===== config.mk =====
export PLATFORM = sky130hd
export DESIGN_NAME = product_bcd_display
export DESIGN_NICKNAME = d
export VERILOG_FILES = /design/src/rtl/product_bcd_display.sv
export SDC_FILE = /design/constraint.sdc
export NUM_CORES = 1
export LEC_CHECK = 0
export CAP_MARGIN = 20
export CORE_AREA = 5 5 93 95
export CTS_BUF_LIST = sky130_fd_sc_hd__clkbuf_8
export DETAILED_ROUTE_END_ITERATION = 16
export DIE_AREA = 0 0 98 100
export PLACE_DENSITY = 0.87
export SYNTH_ARGS = -nofsm -noshare
export SYNTH_HDL_FRONTEND = slang
export SYNTH_SLANG_ARGS = --single-unit

===== constraint.sdc =====
create_clock -name clk -period 2.6 [get_ports clk]
set_input_delay 0.78 -clock clk [delete_from_list [all_inputs] [get_ports clk]]
set_output_delay 0.78 -clock clk [all_outputs]
set_load 0.01 [all_outputs]

===== src/rtl/product_bcd_display.sv =====
// Captures the multiplier product, converts it to 5-digit BCD with sequential double-dabble, and scans a 5-digit 7-segment display.
// Optional: define LEADING_ZERO_BLANK_EN to blank leading zero digits above the units.
module product_bcd_display #(
  parameter int unsigned REFRESH_DIV    = 1000,
  parameter int unsigned SEG_ACTIVE_LOW = 0
) (
  input  logic        clk,
  input  logic        reset_a,
  input  logic        done_flag,
  input  logic [15:0] product8_8,
  output logic        busy,
  output logic        bcd_valid,
  output logic [19:0] bcd,
  output logic [4:0]  digit_en,
  output logic        seg_a,
  output logic        seg_b,
  output logic        seg_c,
  output logic        seg_d,
  output logic        seg_e,
  output logic        seg_f,
  output logic        seg_g
);

  localparam int unsigned CNT_W = (REFRESH_DIV > 1) ? $clog2(REFRESH_DIV) : 1;
  localparam logic        INV   = (SEG_ACTIVE_LOW != 0);

  localparam logic [1:0] IDLE    = 2'd0;
  localparam logic [1:0] CONVERT = 2'd1;
  localparam logic [1:0] DISPLAY = 2'd2;

  logic [1:0]       state_q, state_nx;
  logic             done_d_q, done_d_nx;
  logic [15:0]      shift_q, shift_nx;
  logic [19:0]      scratch_q, scratch_nx;
  logic [3:0]       iter_q, iter_nx;
  logic             busy_q, busy_nx;
  logic             valid_q, valid_nx;
  logic [19:0]      bcd_q, bcd_nx;
  logic             has_result_q, has_result_nx;
  logic [CNT_W-1:0] cnt_q, cnt_nx;
  logic [2:0]       idx_q, idx_nx;
  logic [4:0]       en_q, en_nx;
  logic [6:0]       seg_q, seg_nx;

  logic        start;
  logic        scan_on;
  logic        lz_blank;
  logic [3:0]  nib;
  logic [19:0] adj;
  logic [19:0] scratch_sh;
  logic [15:0] shift_sh;

  // Segment pattern {a,b,c,d,e,f,g}; non-decimal nibbles are blank.
  function automatic logic [6:0] seg7(input logic [3:0] d);
    case (d)
      4'd0:    seg7 = 7'b1111110;
      4'd1:    seg7 = 7'b0110000;
      4'd2:    seg7 = 7'b1101101;
      4'd3:    seg7 = 7'b1111001;
      4'd4:    seg7 = 7'b0110011;
      4'd5:    seg7 = 7'b1011011;
      4'd6:    seg7 = 7'b1011111;
      4'd7:    seg7 = 7'b1110000;
      4'd8:    seg7 = 7'b1111111;
      4'd9:    seg7 = 7'b1111011;
      default: seg7 = 7'b0000000;
    endcase
  endfunction

  function automatic logic [3:0] pick(input logic [19:0] v, input logic [2:0] i);
    case (i)
      3'd0:    pick = v[3:0];
      3'd1:    pick = v[7:4];
      3'd2:    pick = v[11:8];
      3'd3:    pick = v[15:12];
      3'd4:    pick = v[19:16];
      default: pick = 4'd0;
    endcase
  endfunction

  assign start   = done_flag & ~done_d_q;
  assign scan_on = (state_q == DISPLAY) || ((state_q == CONVERT) && has_result_q);
  assign nib     = pick(bcd_q, idx_q);

  // One double-dabble step: add-3 correction, then shift {scratch,shift} left.
  always_comb begin
    adj = scratch_q;
    for (int i = 0; i < 5; i++) begin
      if (scratch_q[4*i +: 4] >= 4'd5) adj[4*i +: 4] = scratch_q[4*i +: 4] + 4'd3;
    end
    scratch_sh = 20'({adj, shift_q[15]});
    shift_sh   = {shift_q[14:0], 1'b0};
  end

`ifdef LEADING_ZERO_BLANK_EN
  always_comb begin
    lz_blank = 1'b0;
    case (idx_q)
      3'd1:    lz_blank = (bcd_q[19:4]  == 16'd0);
      3'd2:    lz_blank = (bcd_q[19:8]  == 12'd0);
      3'd3:    lz_blank = (bcd_q[19:12] == 8'd0);
      3'd4:    lz_blank = (bcd_q[19:16] == 4'd0);
      default: lz_blank = 1'b0;
    endcase
  end
`else
  assign lz_blank = 1'b0;
`endif

  // Next-state and registered-output logic.
  always_comb begin
    state_nx      = state_q;
    done_d_nx     = done_flag;
    shift_nx      = shift_q;
    scratch_nx    = scratch_q;
    iter_nx       = iter_q;
    busy_nx       = busy_q;
    valid_nx      = valid_q;
    bcd_nx        = bcd_q;
    has_result_nx = has_result_q;
    cnt_nx        = cnt_q;
    idx_nx        = idx_q;
    en_nx         = en_q;
    seg_nx        = seg_q;

    case (state_q)
      IDLE: begin
        if (start) begin
          shift_nx   = product8_8;
          scratch_nx = 20'd0;
          iter_nx    = 4'd0;
          busy_nx    = 1'b1;
          state_nx   = CONVERT;
        end
      end
      CONVERT: begin
        scratch_nx = scratch_sh;
        shift_nx   = shift_sh;
        iter_nx    = iter_q + 4'd1;
        if (iter_q == 4'd15) begin
          bcd_nx        = scratch_sh;
          valid_nx      = 1'b1;
          busy_nx       = 1'b0;
          has_result_nx = 1'b1;
          state_nx      = DISPLAY;
        end
      end
      DISPLAY: begin
        if (start) begin
          shift_nx   = product8_8;
          scratch_nx = 20'd0;
          iter_nx    = 4'd0;
          busy_nx    = 1'b1;
          valid_nx   = 1'b0;
          state_nx   = CONVERT;
        end
      end
      default: state_nx = IDLE;
    endcase

    // Digit enable and segments are registered together from the same index.
    if (scan_on) begin
      en_nx  = 5'(1) << idx_q;
      seg_nx = lz_blank ? 7'd0 : seg7(nib);
      if (cnt_q == CNT_W'(REFRESH_DIV - 1)) begin
        cnt_nx = '0;
        idx_nx = (idx_q == 3'd4) ? 3'd0 : idx_q + 3'd1;
      end else begin
        cnt_nx = cnt_q + CNT_W'(1);
      end
    end else begin
      cnt_nx = '0;
      idx_nx = 3'd0;
      en_nx  = 5'd0;
      seg_nx = 7'd0;
    end
  end

  always_ff @(posedge clk) begin
    if (!reset_a) begin
      state_q      <= IDLE;
      done_d_q     <= 1'b0;
      shift_q      <= 16'd0;
      scratch_q    <= 20'd0;
      iter_q       <= 4'd0;
      busy_q       <= 1'b0;
      valid_q      <= 1'b0;
      bcd_q        <= 20'd0;
      has_result_q <= 1'b0;
      cnt_q        <= '0;
      idx_q        <= 3'd0;
      en_q         <= 5'd0;
      seg_q        <= 7'd0;
    end else begin
      state_q      <= state_nx;
      done_d_q     <= done_d_nx;
      shift_q      <= shift_nx;
      scratch_q    <= scratch_nx;
      iter_q       <= iter_nx;
      busy_q       <= busy_nx;
      valid_q      <= valid_nx;
      bcd_q        <= bcd_nx;
      has_result_q <= has_result_nx;
      cnt_q        <= cnt_nx;
      idx_q        <= idx_nx;
      en_q         <= en_nx;
      seg_q        <= seg_nx;
    end
  end

  assign busy      = busy_q;
  assign bcd_valid = valid_q;
  assign bcd       = bcd_q;
  assign digit_en  = en_q ^ {5{INV}};
  assign {seg_a, seg_b, seg_c, seg_d, seg_e, seg_f, seg_g} = seg_q ^ {7{INV}};

endmodule


# [Word-level counts from Yosys, hierarchy flattened]
# Memories as Yosys holds them, arrays and structs flattened. A register that Yosys moved wholly into a read port is not among the register bits.
# Index checks and enable logic that the tools add are counted.
[op_classes] n_bitwise=4 n_eq_ne=11 shifts=1 mux=22 magnitude_cmp=5 add_sub_neg=8 reduce_logical=15
[ops] op="case mux 20 bit (2 select lines)" n=1
[ops] op="case mux 16 bit (2 select lines)" n=1
[ops] op=">= comparator 4 x 3 -> 1 bit (second input constant)" n=5
[ops] op="two-way mux 20 bit" n=1
[ops] op="two-way mux 4 bit" n=5
[ops] op="case mux 4 bit (5 select lines)" n=1
[ops] op="adder 4 x 2 -> 4 bit (second input constant)" n=4
[ops] op="two-way mux 16 bit" n=1
[ops] op="adder 10 x 1 -> 10 bit (second input constant)" n=1
[ops] op="equality test 10 bit (second input constant)" n=1
[ops] op="case mux 4 bit (2 select lines)" n=1
[ops] op="AND reduction 2 bit" n=4
[ops] op="equality test 3 x 2 -> 1 bit (second input constant)" n=2
[ops] op="two-way mux 3 bit" n=2
[ops] op="AND reduction 3 bit" n=2
[ops] op="left shift 1 x 3 -> 5 bit (first input constant)" n=1
[ops] op="adder 4 x 1 -> 4 bit (second input constant)" n=1
[ops] op="equality test 4 bit (second input constant)" n=1
[ops] op="two-way mux 1 bit" n=4
[ops] op="two-way mux 2 bit" n=2
[ops] op="!= test 2 x 1 -> 1 bit (second input constant)" n=2
[ops] op="case mux 1 bit (2 select lines)" n=2
[ops] op="case mux 2 bit (2 select lines)" n=1
[ops] op="nonzero test 2 bit" n=2
[ops] op="other kinds (16)" n=18
[totals] rom_bits=112 reg_bits=84 n_memories=1 word_cells=79 out_inout_bits=34
[mem_list] name="(name not given)" depth=16 word_bits=7 rd=1 rd_ports_with_merged_regs=1 wr=0 line="55" rtl="case (d)"

# [Depth between registers and ports, before layout]
# Gate-level depths: netlist (run 1).
[logic_depth] ltp_word=5 mapped_depth=11 mapped_depth_nobuf=9

# [Worst setup path before layout (run 1)]
# OpenSTA, ideal clock, no wires.
[synth_path] path_kind="flip-flop to flip-flop" start="reg idx_q[2]" end="reg seg_q[5]" path_buffers=2 t_arrival_ns=1.831 path_stages_with_launch=10 path_slack_ns=0.636 cell_sequence="dfxtp_1 > clkbuf_1 > buf_2 > inv_1 > ha_1 > a32oi_1 > o21ai_0 > ha_1 > o21ai_0 > a21oi_1"
[synth_between] elab_chain_cells=2 elab_cells_between_ends=6 cone_classes="4 x eq/ne; 1 x mux; 1 x reduce/logical"
[synth_rtl] item="from (decl)" line="41" rtl="logic [2:0] idx_q, idx_nx;"
[synth_rtl] item="from (signal assigned)" line="205" rtl="idx_q <= idx_nx;"
[synth_rtl] item="equality test 3 bit, or another cell as far along" line="71" rtl="case (i)"
[synth_rtl] item="case mux 4 bit (5 select lines) (*)" line="71"
[synth_rtl] item="to (decl)" line="43" rtl="logic [6:0] seg_q, seg_nx;"
# Every way passes the cells marked *; elsewhere a longest branch is shown, timed or not.
# A chain may end at the register's enable or synchronous reset.

# [Worst setup path in the final report (run 1)]
[layout_path] start="reg idx_q[0]" end="reg seg_q[2]"
# Same word-level chain as after synthesis.

==> flow_metrics.env, run 1 <==
export IMPL_wire_per_inst_um=15.4
export IMPL_path_cells="inv_1 > ha_1 > a222oi_1 > o21ai_0 > inv_1 > ha_1 > nor4b_1 > a21o_1"
export IMPL_drv_cap=0
export IMPL_cp_required_ns=2.87
export IMPL_clkSinkCount=91
export IMPL_grt_pass1_wl_um=16000
export IMPL_finalHoldViolations=0
export IMPL_skew_ns=0.00986
export IMPL_clkLatencyLatePin_ns=0.36
export IMPL_synth_area_leaders="dfxtp_1 (42%), ha_1 (6.6%), nand2_1 (6.0%), o211a_1 (5.3%), mux2i_1 (4.4%)"
export IMPL_avgSynthCellArea_um2=9.13
export IMPL_fin_util=0.677
export IMPL_place_congestion=0.828
export IMPL_ys_flop_type="dfxtp_1"
export IMPL_syn_inst=477
export IMPL_antenna_found_initial=0
export IMPL_drt_iter0_drc=248
export IMPL_antennaDiodeCount=0
export IMPL_rsz0062_at_grt="false"
export IMPL_cts_resized=0
export IMPL_synth_async_reset_ratio=0
export IMPL_crit_type="flop to flop"
export IMPL_slowest_delay_ns=0.41
export IMPL_cts_setup_buffers=0
export IMPL_hpwlAfterDp_um=6820
export IMPL_grt_pass1_vias=3439
export IMPL_hp_class="flop to flop"
export IMPL_drc=0
export IMPL_cp_start_kind="flop"
export IMPL_power_per_cell_area_nw_per_um2=542
export IMPL_critPathArrivalTime_ns=2.58
export IMPL_layout_drive_gt1_share=0.0644
export IMPL_cts_root_buf="clkbuf_8"
export IMPL_num_rows=32
export IMPL_status="finished clean"
export IMPL_ios=53
export IMPL_cts_tree="built"
export IMPL_synth_net_count=519
export IMPL_synth_largest_area_cell="dfxtp_1"
export IMPL_worstMarginPinSlew_ns=0.631
export IMPL_antenna_left=0
export IMPL_cts_buffers=9
export IMPL_vias=3628
export IMPL_setup_viol=0
export IMPL_die_w_um=98
export IMPL_drt_wl_total_um=9700
export IMPL_critPathMaxFanout=10
export IMPL_area_delta_synth_final_pct=18.9
export IMPL_cts_htree_levels=3
export IMPL_ir_worst_vdd_mv=0.425
export IMPL_grt_overflow=0
export IMPL_dieHeight_um=100
export IMPL_portBuffers=52
export IMPL_hold_buffers=0
export IMPL_yosys_register_bits=91
export IMPL_fin_crit_sh=0.889
export IMPL_core_um2=7650
export IMPL_viasPerCell=5.76
export IMPL_netlist_area_um2=4350
export IMPL_ys_seq_area_frac=0.418
export IMPL_nets=565
export IMPL_die_area_um2=9800
export IMPL_cts_buffer_depth=2
export IMPL_maxSlewViolCount=0
export IMPL_initial_core_util=0.569
export IMPL_p_leak_nw=2.09
export IMPL_max_slew_margin_rel=0.580
export IMPL_synth_top_area_frac=0.418
export IMPL_ys_types=47
export IMPL_path_clk_slew_ns=0.08
export IMPL_grt_max_degree=43
export IMPL_cp_end_kind="flop"
export IMPL_synth_edf_count=0
export IMPL_first_pass_iters=7
export IMPL_cpMaxStageDelayCell="ha_1"
export IMPL_min_period_ns=2.31
export IMPL_clock_fmax_mhz=433
export IMPL_track_usage=0.198
export IMPL_ys_warn_count=0
export IMPL_fin_tns_setup_ns=0
routing by layer:
layer	vias to the layer above	GRT usage	wire length, µm	share of wire
met4	0	0.0767	176	0.018
met5	-	0	0	0
met2	125	0.339	4730	0.49
li1	1765	-	-	-
met3	16	0.0486	624	0.064
met1	1722	0.242	4170	0.43
path summary, 6_finish.rpt:
check	start	end	slack (ns)	cells after the start
setup / recovery	idx_q[0]	seg_q[2]	0.29	8
hold / removal	has_result_q	has_result_q	0.46	2
setup reg to reg	idx_q[0]	seg_q[2]	0.29	8
hold reg to reg	has_result_q	has_result_q	0.46	2
logic make-up (layout without fill, tap and decap cells):
| family | after synthesis | count (layout) | synth area share |
|---|---|---|---|
| xor gates and xnor gates | 13 | 13 | 0.0261 |
| AOI/OAI and AO/OA | 116 | 116 | 0.195 |
| adders and majority gates | 23 | 23 | 0.0661 |
| muxes | 22 | 22 | 0.0514 |
| and+or+nand+nor | 167 | 167 | 0.193 |
| buffers and inverters | 45 | 96 | 0.0497 |
| DFF | 91 | 91 | 0.418 |
worst max-delay path: cells and delay by family, from the launching register on:
family,cells,cell delay (ns)
AOI/OAI and AO/OA,3,0.71
DFF,1,0.36
buffers and inverters,2,0.34
adders and majority gates,2,0.66
and+or+nand+nor,1,0.14
registers in the layout, summed over array words and instances (netlist names):
register	cells
bcd	20
scratch_q	20
shift_q	16
cnt_q	10
seg_q	7
digit_en	5
iter_q	4
idx_q	3
state_q	2
bcd_valid	1
busy	1
done_d_q	1
has_result_q	1
layout by cell type, fill, tap and decap left out, types with 11 or more instances in the layout:
cell type / count
ha_1: 23
clkdlybuf4s50_1: 51
a21oi_1: 24
dfxtp_1: 91
and2_1: 11
nor3b_1: 11
nor2_1: 16
nand3_1: 19
nand2_1: 70
o21ai_0: 11
nor2b_1: 11
inv_1: 20
o211a_1: 23
a21boi_1: 19
mux2i_1: 19
metrics by stage:
| step | power, mW | cell area (µm²) | hold WS (ns) | std cells | setup WS (ns) |
|---|---|---|---|---|---|
| after CTS | 2.81 | 5180 | 0.457 | 630 | 0.315 |
| after global placement | 1.69 | 4940 | 0.424 | 614 | 0.230 |
| final | 2.81 | 5180 | 0.456 | 630 | 0.288 |
| after global routing | 2.90 | 5180 | 0.491 | 630 | 0.0701 |
| after detailed placement | 1.70 | 4940 | 0.445 | 614 | 0.176 |
| after floorplan | 1.63 | 4350 | 0.413 | 477 | 0.636 |
power by group:
part           internal, mW  switching [mW]
clock network         0.658           0.484
registers              1.43          0.0211
logic                 0.103           0.114
total                  2.19           0.619
cell type report:
class | instances | area, µm²
Fill cell | 586 | 2470
Multi-Input combinational cell | 341 | 2320
Sequential cell | 91 | 1820
Timing Repair Buffer | 62 | 603
Clock buffer | 10 | 138
Tap cell | 102 | 128
Clock inverter | 6 | 105
Inverter | 18 | 67.6
cells in the mapped netlist (16+ instances only):
cell type / instances
a21oi_1: 24
nand3_1: 19
nand2_1: 70
inv_1: 18
a21boi_1: 19
dfxtp_1: 91
nor2_1: 16
mux2i_1: 19
o211a_1: 23
ha_1: 23
No activity file was read; power rests on OpenSTA's default activity.
==> run 2, diff against run 1 <==
--- a/config.mk
+++ b/config.mk
@@ -8,9 +8,11 @@
 export CAP_MARGIN = 20
 export CORE_AREA = 5 5 93 95
 export CTS_BUF_LIST = sky130_fd_sc_hd__clkbuf_8
+export CTS_CLUSTER_DIAMETER = 200
 export DETAILED_ROUTE_END_ITERATION = 16
 export DIE_AREA = 0 0 98 100
 export PLACE_DENSITY = 0.87
+export REMOVE_ABC_BUFFERS = 1
 export SYNTH_ARGS = -nofsm -noshare
 export SYNTH_HDL_FRONTEND = slang
 export SYNTH_SLANG_ARGS = --single-unit
==> flow_metrics.env, run 2 (same netlist as run 1, synthesis figures left out) <==
export IMPL_min_period_ns=2.33
export IMPL_critPathBufInv=2
export IMPL_track_usage=0.195
export IMPL_critPathMaxFanout=10
export IMPL_fillers=592
export IMPL_p_leak_nw=2.08
export IMPL_fin_util=0.675
export IMPL_mostFrequentLayoutCell="dfxtp_1"
export IMPL_crit_type="flop to flop"
export IMPL_antennaDiodeCount=0
export IMPL_drt_wl_total_um=9500
export IMPL_grt_overflow=0
export IMPL_finalHoldViolations=0
export IMPL_cts_buffer_depth=2
export IMPL_fin_tns_setup_ns=0
export IMPL_die_w_um=98
export IMPL_place_congestion=0.937
export IMPL_cpMaxStageDelayCell="ha_1"
export IMPL_clkSinkCount=91
export IMPL_cts_buffers=9
export IMPL_crit_cells=9
export IMPL_total_power_mw=2.70
export IMPL_cp_required_ns=2.86
export IMPL_p_clk_frac=0.385
export IMPL_wire_per_inst_um=15.1
export IMPL_drv_cap=0
export IMPL_p_int_mw=2.07
export IMPL_cp_end_kind="flop"
export IMPL_initial_core_util=0.569
export IMPL_multiInputGateArea_um2=2320
export IMPL_cp_start_kind="flop"
export IMPL_p_seq_frac=0.536
export IMPL_cts_root_buf="clkbuf_8"
export IMPL_path_cells="inv_1 > ha_1 > a222oi_1 > o21ai_1 > inv_1 > ha_1 > nand2_1 > o21ai_0 > a21o_1"
export IMPL_area_delta_synth_final_pct=18.5
export IMPL_antenna_left=0
export IMPL_place_area_um2=4940
export IMPL_grt_pass1_vias=3430
export IMPL_hold_buffers=0
export IMPL_setup_viol=0
export IMPL_dieHeight_um=100
export IMPL_hp_class="flop to flop"
export IMPL_critPathArrivalTime_ns=2.59
export IMPL_viasPerCell=5.69
export IMPL_p_sw_mw=0.632
export IMPL_cts_tree="built"
export IMPL_drt_iter0_drc=246
export IMPL_hpwlAfterDp_um=6570
export IMPL_post_route_cell_area_um2=5160
export IMPL_die_area_um2=9800
export IMPL_clkLatencyLatePin_ns=0.36
export IMPL_ios=53
export IMPL_maxSlewViolCount=0
export IMPL_max_slew_margin_rel=0.569
export IMPL_layout_common_cells="dfxtp_1 (91), nand2_1 (70), clkdlybuf4s50_1 (51)"
export IMPL_skew_ns=0.00995
export IMPL_seq_area_um2=1820
export IMPL_clock_fmax_mhz=430
export IMPL_status="finished clean"
export IMPL_antenna_found_initial=0
export IMPL_path_clk_slew_ns=0.09
export IMPL_grt_max_degree=31
export IMPL_portBuffers=52
export IMPL_vias=3592
export IMPL_first_pass_iters=5
export IMPL_ir_worst_vdd_mv=0.343
export IMPL_rsz0062_at_grt="false"
export IMPL_power_per_cell_area_nw_per_um2=523
export IMPL_layout_drive_gt1_share=0.0681
export IMPL_fin_crit_sh=0.895
export IMPL_worstMarginPinSlew_ns=0.647
export IMPL_crit_family="compound AO/OA/AOI/OAI gates"
export IMPL_nets=566
export IMPL_cts_setup_buffers=0
export IMPL_slowest_delay_ns=0.44
export IMPL_reg2reg_depth=9
export IMPL_cts_htree_levels=3
export IMPL_core_um2=7650
export IMPL_min_path_cells=1
export IMPL_whs_ns=0.439
export IMPL_drc=0
export IMPL_grt_pass1_wl_um=15600
export IMPL_combPwrFrac=0.080
export IMPL_p_sw_frac=0.234
export IMPL_num_rows=32
==> run 2: timing repair <==
item / CTS / global route
setup endpoints to repair: 0 / 1
gates resized for setup: 0 / 1
endpoints found under the hold margin: 0 / 0
==> run 2: final timing paths <==
check / slack [ns] / endpoint / start
setup reg to reg: 0.27 / seg_q[2] / idx_q[0]
setup / recovery: 0.27 / seg_q[2] / idx_q[0]
hold reg to reg: 0.44 / cnt_q[0] / cnt_q[0]
hold / removal: 0.44 / cnt_q[0] / cnt_q[0]
==> run 2: cell type report <==
cell class,instances,share of cell area
Inverter,18,0.0131
Clock inverter,7,0.0182
Sequential cell,91,0.353
Clock buffer,9,0.0240
Tap cell,102,0.0247
Timing Repair Buffer,63,0.118
Multi-Input combinational cell,341,0.449
==> run 2: worst reg2reg max path, cell delays in order (launching register included) <==
cell,delay [ns]
dfxtp_1,0.36
inv_1,0.15
ha_1,0.44
a222oi_1,0.13
o21ai_1,0.36
inv_1,0.17
ha_1,0.24
nand2_1,0.08
o21ai_0,0.12
a21o_1,0.19
==> run 2: routing by layer <==
layer  up-vias  part of all wire  routed length [µm]  GRT usage
met5         -                 0                   0          0
met4         0             0.023                 219     0.0905
met3        19             0.070                 661     0.0486
met2       138              0.48                4600      0.325
met1      1661              0.42                4020      0.238
li1       1774                 -                   -          -
==> run 2: through the flow <==
stage	setup WS (ns)	std cells
finish	0.272	631
global route	0.183	631
CTS	0.0944	631
detailed placement	0.161	615
global placement	0.217	615
floorplan	0.289	450
==> run 2: power by group through the flow <==
stage	clock, mW	sequential [mW]	combinational (mW)
3_5_place_dp	0	1.48	0.215
6_report	1.04	1.45	0.215
2_1_floorplan	0	1.48	0.116
5_1_grt	1.12	1.45	0.238
4_1_cts	1.06	1.45	0.217
3_3_place_gp	0	1.48	0.207
==> run 3, diff against run 2 <==
--- a/config.mk
+++ b/config.mk
@@ -6,12 +6,12 @@
 export NUM_CORES = 1
 export LEC_CHECK = 0
 export CAP_MARGIN = 20
-export CORE_AREA = 5 5 93 95
-export CTS_BUF_LIST = sky130_fd_sc_hd__clkbuf_8
+export CORE_AREA = 5 5 95 97
+export CTS_BUF_LIST = sky130_fd_sc_hd__clkbuf_4 sky130_fd_sc_hd__clkbuf_8
 export CTS_CLUSTER_DIAMETER = 200
 export DETAILED_ROUTE_END_ITERATION = 16
-export DIE_AREA = 0 0 98 100
-export PLACE_DENSITY = 0.87
+export DIE_AREA = 0 0 100 102
+export PLACE_DENSITY = 0.84
 export REMOVE_ABC_BUFFERS = 1
 export SYNTH_ARGS = -nofsm -noshare
 export SYNTH_HDL_FRONTEND = slang
==> flow_metrics.env, run 3 (same netlist as run 1, synthesis figures left out) <==
export IMPL_power_per_cell_area_nw_per_um2=512
export IMPL_cp_start_kind="flop"
export IMPL_grt_pass1_wl_um=16000
export IMPL_drt_wl_total_um=9500
export IMPL_wire_per_inst_um=15.0
export IMPL_grt_max_degree=36
export IMPL_first_pass_iters=6
export IMPL_fin_tns_setup_ns=0
export IMPL_place_congestion=0.839
export IMPL_rsz0062_at_grt="false"
export IMPL_die_w_um=100
export IMPL_worstMarginPinSlew_ns=0.654
export IMPL_cts_setup_buffers=0
export IMPL_ir_worst_vdd_mv=0.308
export IMPL_drt_iter0_drc=197
export IMPL_drc=0
export IMPL_status="finished clean"
export IMPL_grt_overflow=0
export IMPL_hpwlAfterDp_um=6800
export IMPL_maxSlewViolCount=0
export IMPL_antenna_left=0
export IMPL_critPathArrivalTime_ns=2.65
export IMPL_skew_ns=0.0109
export IMPL_max_slew_margin_rel=0.564
export IMPL_critPathMaxFanout=10
export IMPL_cts_resized=0
export IMPL_layout_common_cells="dfxtp_1 (91), nand2_1 (70), clkdlybuf4s50_1 (51)"
export IMPL_clkLatencyLatePin_ns=0.36
export IMPL_path_clk_slew_ns=0.09
export IMPL_track_usage=0.194
export IMPL_core_um2=8050
export IMPL_fin_crit_sh=0.920
export IMPL_hold_buffers=0
export IMPL_wl_met2_um=4600
export IMPL_die_area_um2=10200
export IMPL_finalHoldViolations=0
export IMPL_vias=3635
export IMPL_num_rows=33
export IMPL_antennaDiodeCount=0
export IMPL_setup_viol=0
export IMPL_mostFrequentLayoutCell="dfxtp_1"
export IMPL_min_period_ns=2.39
export IMPL_cts_buffers=9
export IMPL_viasPerCell=5.72
export IMPL_cts_root_buf="clkbuf_8"
export IMPL_portBuffers=52
export IMPL_cts_tree="built"
export IMPL_fin_ws_ns=0.208
export IMPL_area_delta_synth_final_pct=18.4
export IMPL_highest_layer="met4"
export IMPL_nets=567
export IMPL_layout_drive_gt1_share=0.0717
export IMPL_cts_htree_levels=3
export IMPL_clock_fmax_mhz=418
export IMPL_p_leak_nw=2.09
export IMPL_dr_wl_met3_um=609
export IMPL_drv_cap=0
export IMPL_initial_core_util=0.541
export IMPL_clkSinkCount=91
export IMPL_antenna_found_initial=0
export IMPL_dieHeight_um=102
export IMPL_cts_buffer_depth=2
export IMPL_cp_end_kind="flop"
export IMPL_cp_required_ns=2.86
export IMPL_grt_pass1_vias=3447
export IMPL_m1WireLength_um=4160
export IMPL_pre_cts_slack_ns=0.115
export IMPL_crit_type="flop to flop"
export IMPL_ios=53
export IMPL_hp_class="flop to flop"
[run 3: changes by cell type in the layout (fill, tap and decap cells not counted)]
cell        before  now
bufinv_16        2    1
clkbuf_4         0    4
buf_4           10   11
clkinv_4         2    0
o21ai_0         10   11
clkbuf_8         9   10
o21ai_1          8    7
inv_1           19   18
clkinvlp_4       1    0
[run 3: worst paths after layout]
check | from | endpoint | slack [ns] | depth (start not counted)
max | idx_q[0] | seg_q[2] | 0.21 | 8
min reg2reg | cnt_q[0] | cnt_q[0] | 0.46 | 1
min | cnt_q[0] | cnt_q[0] | 0.46 | 1
max reg2reg | idx_q[0] | seg_q[2] | 0.21 | 8
[run 3: per-stage QoR]
stage | hold slack (ns) | util | std cells | power, mW | instance area (µm²)
6_report | 0.455 | 0.641 | 635 | 2.64 | 5160
5_1_grt | 0.474 | 0.641 | 635 | 2.76 | 5160
4_1_cts | 0.461 | 0.641 | 635 | 2.67 | 5160
3_5_place_dp | 0.434 | 0.615 | 619 | 1.70 | 4950
3_3_place_gp | 0.422 | 0.615 | 619 | 1.69 | 4950
2_1_floorplan | 0.413 | - | 450 | 1.60 | 4210
[run 3: cell type report]
| cell class | count | area, µm² |
|---|---|---|
| clock buffer | 14 | 168 |
| clock inverter | 2 | 35.0 |
| fill | 662 | 2890 |
| inverter | 18 | 67.6 |
| multi-input combinational | 341 | 2320 |
| sequential | 91 | 1820 |
| tap | 105 | 131 |
| timing repair buffer | 64 | 618 |
[run 3: report_power, final]
part / total [mW] / switching (mW) / internal [mW]
logic: 0.213 / 0.109 / 0.104
clock network: 0.979 / 0.466 / 0.514
registers: 1.45 / 0.0230 / 1.43
total: 2.64 / 0.597 / 2.04
[run 3: routing by layer]
metal | track usage | up-vias
li1 | - | 1769
met1 | 0.244 | 1723
met2 | 0.328 | 131
met3 | 0.0437 | 12
met4 | 0.0694 | 0
met5 | 0 | -
[run 3: critical path, cell delays in order (launching register included)]
cell	delay (ns)
dfxtp_1	0.36
inv_1	0.14
ha_1	0.44
a222oi_1	0.13
o21ai_0	0.45
inv_1	0.20
ha_1	0.26
nor4b_1	0.14
a21o_1	0.16
